--- src/rtl/mmul_sched.sv ---
// mmul_sched: systolic matmul sequencer (start/abort/out_ready in; busy/done, load/feed/MAC/clear enables, result-row valid/index out)
module mmul_sched #(
  parameter int DIM = 8,
  parameter int CW  = $clog2(3*DIM),
  parameter int IW  = $clog2(DIM)
) (
  input  logic          clk,
  input  logic          rst,
  input  logic          start,
  input  logic          abort,
  input  logic          out_ready,
  output logic          busy,
  output logic          done,
  output logic          ld_en,
  output logic [IW-1:0] ld_idx,
  output logic          mem_en,
  output logic          sa_en,
  output logic          clr_acc,
  output logic          out_valid,
  output logic [IW-1:0] c_idx
);
  typedef enum logic [2:0] {IDLE, LOAD, COMPUTE, DRAIN, DONE} state_t;
  state_t state, state_d;
  logic [CW-1:0] cnt, cnt_d;
  always_comb begin
    state_d = state;
    cnt_d = cnt + CW'(1);
    unique case (state)
      IDLE: begin
        cnt_d = '0;
        state_d = start ? LOAD : IDLE;
      end
      LOAD: if (cnt == CW'(DIM-1)) begin
        state_d = COMPUTE;
        cnt_d = '0;
      end
      COMPUTE: if (cnt == CW'(3*DIM-2)) begin
        state_d = DRAIN;
        cnt_d = '0;
      end
      DRAIN: begin
        cnt_d = cnt + CW'(out_ready);
        if (out_ready && cnt == CW'(DIM-1)) begin
          state_d = DONE;
          cnt_d = '0;
        end
      end
      default: begin
        state_d = IDLE;
        cnt_d = '0;
      end
    endcase
    if (abort) begin
      state_d = IDLE;
      cnt_d = '0;
    end
  end
  always_ff @(posedge clk or posedge rst)
    if (rst) begin
      state <= IDLE;
      cnt <= '0;
      busy <= 1'b0;
      done <= 1'b0;
      ld_en <= 1'b0;
      ld_idx <= '0;
      mem_en <= 1'b0;
      sa_en <= 1'b0;
      clr_acc <= 1'b0;
      out_valid <= 1'b0;
      c_idx <= '0;
    end else begin
      state <= state_d;
      cnt <= cnt_d;
      busy <= state_d inside {LOAD, COMPUTE, DRAIN};
      done <= state_d == DONE;
      ld_en <= state_d == LOAD;
      ld_idx <= state_d == LOAD ? cnt_d[IW-1:0] : '0;
      mem_en <= state_d == COMPUTE && cnt_d < CW'(DIM);
      sa_en <= state_d == COMPUTE;
      clr_acc <= state_d == COMPUTE && cnt_d == '0;
      out_valid <= state_d == DRAIN;
      c_idx <= state_d == DRAIN ? cnt_d[IW-1:0] : '0;
    end
endmodule
--- config.mk ---
export PLATFORM = sky130hd
export DESIGN_NAME = mmul_sched
export DESIGN_NICKNAME = d
export VERILOG_FILES = /design/src/rtl/mmul_sched.sv
export SDC_FILE = /design/constraint.sdc
export NUM_CORES = 1
export LEC_CHECK = 0
export CAP_MARGIN = 20
export CORE_MARGIN = 1
export CORE_UTILIZATION = 49
export CTS_BUF_LIST = sky130_fd_sc_hd__clkbuf_4
export CTS_CLUSTER_SIZE = 28
export DETAILED_ROUTE_END_ITERATION = 8
export PLACE_DENSITY = 0.77
export SLEW_MARGIN = 5
export SYNTH_ARGS = -nofsm -noshare
export SYNTH_HDL_FRONTEND = slang
export SYNTH_SLANG_ARGS = --single-unit
export TNS_END_PERCENT = 5
--- constraint.sdc ---
create_clock -name clk -period 1.62 [get_ports clk]
set_input_delay 0.405 -clock clk [delete_from_list [all_inputs] [get_ports clk]]
set_output_delay 0.405 -clock clk [all_outputs]
set_load 0.02 [all_outputs]
## Yosys cells after proc, flatten, opt, wreduce, memory -nomap -nowiden

Index checks and enable logic that the tools add are counted.

- Register bits: 21
- Input bits: 5
- Output and inout bits: 13
- Word-level logic and storage cells: 42

- $add $sub $neg: 2
- $lt $le $gt $ge: 1
- Eq/ne operators: 9
- Mux-type cells: 13
- Reductions and logical operators: 6

Operator list:

| kind | number |
|---|---|
| two-way mux 5 bit | 4 |
| two-way mux 3 bit | 6 |
| case mux 5 bit (3 select lines) | 1 |
| equality test 3 x 2 -> 1 bit, second input constant | 4 |
| case mux 3 bit (4 select lines) | 1 |
| equality test 3 x 1 -> 1 bit, second input constant | 2 |
| adder 5 x 1 -> 5 bit | 1 |
| adder 5 x 1 -> 5 bit, second input constant | 1 |
| equality test 5 x 3 -> 1 bit, second input constant | 1 |
| equality test 5 bit, second input constant | 1 |
| logical NOT 5 bit | 1 |
| less-than comparator 5 x 4 -> 1 bit, second input constant | 1 |
| equality test 3 bit, second input constant | 1 |
| logical AND 1 bit | 3 |
| logical NOT 3 bit | 1 |
| nonzero test 3 bit | 1 |
| two-way mux 1 bit | 1 |

## Logic depth before layout (Yosys ltp)

- Depth after elaboration: 7
- Gate-level depth with buffers: 7
- Mapped depth without buffers: 7

## Worst setup path after synthesis

OpenSTA, ideal clock, no wires.

- Path kind: reg2reg
- From: register cnt[1]
- To: register ld_idx[2]
- Library setup time: 66 ps
- Arrival time: 1610 ps
- Required time: 1554 ps
- Path slack: -56 ps
- Cell stages (with the launch flop): 7
- Path buffers: 0
- Clock period less this slack: 1676 ps
- Cells stage by stage: dfrtp_1 ha_1 and4bb_4 a211oi_4 and2_4 nand3b_4 and2_1

- Elaborated cells between the ends (all ways): 17
- Classes of those cells: add/sub (2); eq/ne (3); mux (11); reduce/logical (1)

RTL lines:

| item | RTL line | source |
|---|---|---|
| start: declaration | 24 | `logic [CW-1:0] cnt, cnt_d;` |
| start signal: assignment | 73 | `cnt <= cnt_d;` |
| parallel branches: the longest is 3 deep, another holds adder 5 x 1 -> 5 bit | - |  |
| case mux 5 bit (3 select lines) * | 28 | `unique case (state)` |
| two-way mux 5 bit * | 53 | `if (abort) begin` |
| net cnt_d[2] | 24 |  |
| two-way mux 3 bit * | 77 | `ld_idx <= state_d == LOAD ? cnt_d[IW-1:0] : '0;` |
| end signal: assignment | 77 |  |
| end: declaration | 15 | `output logic [IW-1:0] ld_idx,` |

Mark *: on every way through the listed nets, which the timed path passes.

## Worst setup path in the final report

- From: register cnt[1]
- To: register mem_en

- Longest elaborated chain between the ends: 7
- Elaborated cells between the ends (all ways): 18
- Classes of those cells: add/sub (2); order compare (1); eq/ne (3); mux (10); reduce/logical (2)

Ends and longest elaborated chain:

| item | RTL line | source |
|---|---|---|
| parallel branches: the longest is 6 deep, another holds adder 5 x 1 -> 5 bit | - |  |
| logical AND 1 bit * | 78 | `mem_en <= state_d == COMPUTE && cnt_d < CW'(DIM);` |
| end signal: assignment | 78 |  |
| end: declaration | 16 | `output logic mem_en,` |

Mark *: on every way between the ends.

==> impl_metrics.env <==
export IMPL_synth_edf_count=0
export IMPL_syn_num_nets=99
export IMPL_syn_cell_area_mm2=0.00107
export IMPL_cp_num_buf_inv=2
export IMPL_dieArea_mm2=0.00237
export IMPL_cap_violations=0
export IMPL_finalHoldViolCount=0
export IMPL_ys_types=35
export IMPL_yosysWarnings=0
export IMPL_syn_area_per_cell_um2=11.9
export IMPL_cts_tree="yes"
export IMPL_worstSetupPathType="flop to flop"
export IMPL_antenna_left=0
export IMPL_irDropWorstVdd_uv=395
export IMPL_area_growth_pct=46.5
export IMPL_ys_flop_type="dfrtp_1"
export IMPL_violations="negative setup slack"
export IMPL_reg2reg_to="mem_en"
export IMPL_cts_hold_repair_buffers=0
export IMPL_p_per_area_mw_per_mm2=580
export IMPL_diodes=0
export IMPL_cp_required_ns=1.82
export IMPL_critical_path_arrival_ns=2.02
export IMPL_start_util=0.534
export IMPL_clk_latency_ns=0.30
export IMPL_synth_most_common_cell="dfrtp_1"
export IMPL_nNetsFinal=144
export IMPL_io_pins=18
export IMPL_synth_top_area_share=0.491
export IMPL_final_cells=161
export IMPL_die_h_um=48.7
export IMPL_slew_viol_final=0
export IMPL_coreArea_mm2=0.00200
export IMPL_post_route_period_util=1.12
export IMPL_cts_sinks=21
export IMPL_num_rows=16
export IMPL_grt_max_degree=22
export IMPL_wl_per_cell_um=15.3
export IMPL_routed_wl_mm=2.46
export IMPL_grtUsageTotal=0.232
export IMPL_path_delay_family="compound AO/OA/AOI/OAI gates"
export IMPL_ys_async_sr_fraction=1.00
export IMPL_gr_total_overflow=0
export IMPL_rr_startpoint="cnt[1]"
export IMPL_setup_ws_ns=-0.192
export IMPL_path_clk_slew_ns=0.11
export IMPL_worstRegToRegCells=7
export IMPL_cp_max_fo=4
export IMPL_synth_largest_area_cell="dfrtp_1"
export IMPL_cts_root_buf="clkbuf_4"
export IMPL_rrSetupSlack_ns=-0.19
export IMPL_slew_headroom=0.775
export IMPL_first_iter_violations=16
export IMPL_htree_levels=1
export IMPL_max_clock_path_buffers=2
export IMPL_fin_tns_setup_ns=-0.983
export IMPL_grt_pass1_wl_mm=4.13
export IMPL_antenna_found_initial=0
export IMPL_p_leak_nw=0.813
export IMPL_hpwl_mm=1.60
export IMPL_die_w_um=48.7
export IMPL_setup_viol=10
export IMPL_place_gp_congestion=0.834
export IMPL_critPathCaptureType="flop"
export IMPL_worst_pin_slew_ns=0.333
export IMPL_status="finished with violations"
export IMPL_synth_seq_cells=21
export IMPL_vias=883
export IMPL_synth_common_cells="dfrtp_1, inv_1, nor2_1"
export IMPL_drt_pass1_iterations=4
export IMPL_synthTopCellsByArea="dfrtp_1, ha_1, and3_1"
export IMPL_drc_errors=0
export IMPL_first_global_vias=915
export IMPL_portBuffers=17
export IMPL_layout_min_cycle_time_ns=1.81
export IMPL_fmax_mhz=552
export IMPL_cp_start_kind="flop"
export IMPL_rsz0062_at_grt="yes"
export IMPL_path_cells="buf_6 -> ha_4 -> and4b_2 -> o22ai_4 -> a221oi_4 -> o21ai_2 -> inv_1"
export IMPL_crit_slowest_cell="dfrtp_2"
export IMPL_slowest_delay_ns=0.46
export IMPL_syn_inst=90
export IMPL_hold_class="input pin to async pin"
export IMPL_drive_above_1_share=0.440
export IMPL_yosysSeqAreaShare=0.491
export IMPL_via_per_inst=5.48
export IMPL_dp_cells=152
export IMPL_clock_skew_ns=0.00312
export IMPL_cts_buffers=3
==> metal layers <==
layer  vias up  global-route usage  part of all wire
met5         -                   0                 0
met4         0               0.108             0.021
met3         7              0.0283             0.053
met2        42               0.405              0.50
met1       427               0.284              0.42
li1        407                   -                 -
==> registers in the layout, indices dropped and copies added, names as in the netlist <==
register / cells
c_idx: 3
sa_en: 1
ld_idx: 3
state: 3
mem_en: 1
ld_en: 1
cnt: 5
done: 1
clr_acc: 1
out_valid: 1
busy: 1
==> cell type report <==
type	count	area, µm²
multi-input cells	60	594
flip-flops and latches	21	528
fillers	134	434
repair buffers	43	359
well taps	27	33.8
clock buffers	4	30.0
inverters	6	22.5
==> cell usage in the layout, fill, tap and decap left out, drive strengths merged, types with 2 or more instances in the layout <==
master	count
buf	26
dfrtp	21
dlygate4sd2	14
nor2	6
inv	6
and2	6
and3	5
nand3	4
clkbuf	4
nand3b	4
ha	4
nand2	3
clkdlybuf4s50	3
a21oi	3
or2	2
or4b	2
a221oi	2
xnor2	2
a211oi	2
o21ai	2
a21o	2
==> tightest hold or removal path: stages <==
cell and delay [ns]:
clkdlybuf4s50_1 0.39, inv_1 0.05, buf_4 0.26
==> through the flow <==
| stage | power, mW | instance area, µm² | hold slack [ns] | util | worst slack [ns] |
|---|---|---|---|---|---|
| after CTS | 0.898 | 1510 | 0.426 | 0.756 | -0.165 |
| after global placement | 0.642 | 1410 | 0.604 | 0.706 | -0.516 |
| after floorplan | 0.595 | 1070 | 0.382 | - | -0.0204 |
| after global routing | 0.949 | 1570 | 0.453 | 0.783 | -0.257 |
| final | 0.909 | 1570 | 0.412 | 0.783 | -0.192 |
| after detailed placement | 0.645 | 1410 | 0.629 | 0.706 | -0.562 |
==> cells by family after synthesis <==
| kind of cell | Yosys count | synth area share |
|---|---|---|
| AOI/OAI and AO/OA | 15 | 0.145 |
| xor gates and xnor gates | 3 | 0.0246 |
| adders and majority gates | 4 | 0.0468 |
| buffers and inverters | 9 | 0.0386 |
| DFF | 21 | 0.491 |
| and+or+nand+nor | 38 | 0.254 |
==> how the worst max path moves through the flow <==
stage | start | cells after the start | end | slack, ns
global route | cnt[1] | 7 | mem_en | -0.26
CTS | cnt[1] | 7 | clr_acc | -0.17
detailed placement | abort | 6 | clr_acc | -0.56
floorplan | cnt[1] | 6 | clr_acc | -0.02
finish | cnt[1] | 7 | mem_en | -0.19
global placement | abort | 6 | mem_en | -0.52
==> power breakdown <==
| group | switching (mW) | internal [mW] | leakage, nW |
|---|---|---|---|
| Combinational | 0.0560 | 0.0506 | 0.510 |
| Sequential | 0.00527 | 0.532 | 0.285 |
| Clock | 0.152 | 0.113 | 0.0184 |
==> repair_timing <==
item	CTS	global route
pin swaps	7	8
setup buffers	4	1
resized for setup	24	12
gates cloned	0	0
setup endpoints to repair	27	17
Power figures use the tool's default switching activity.
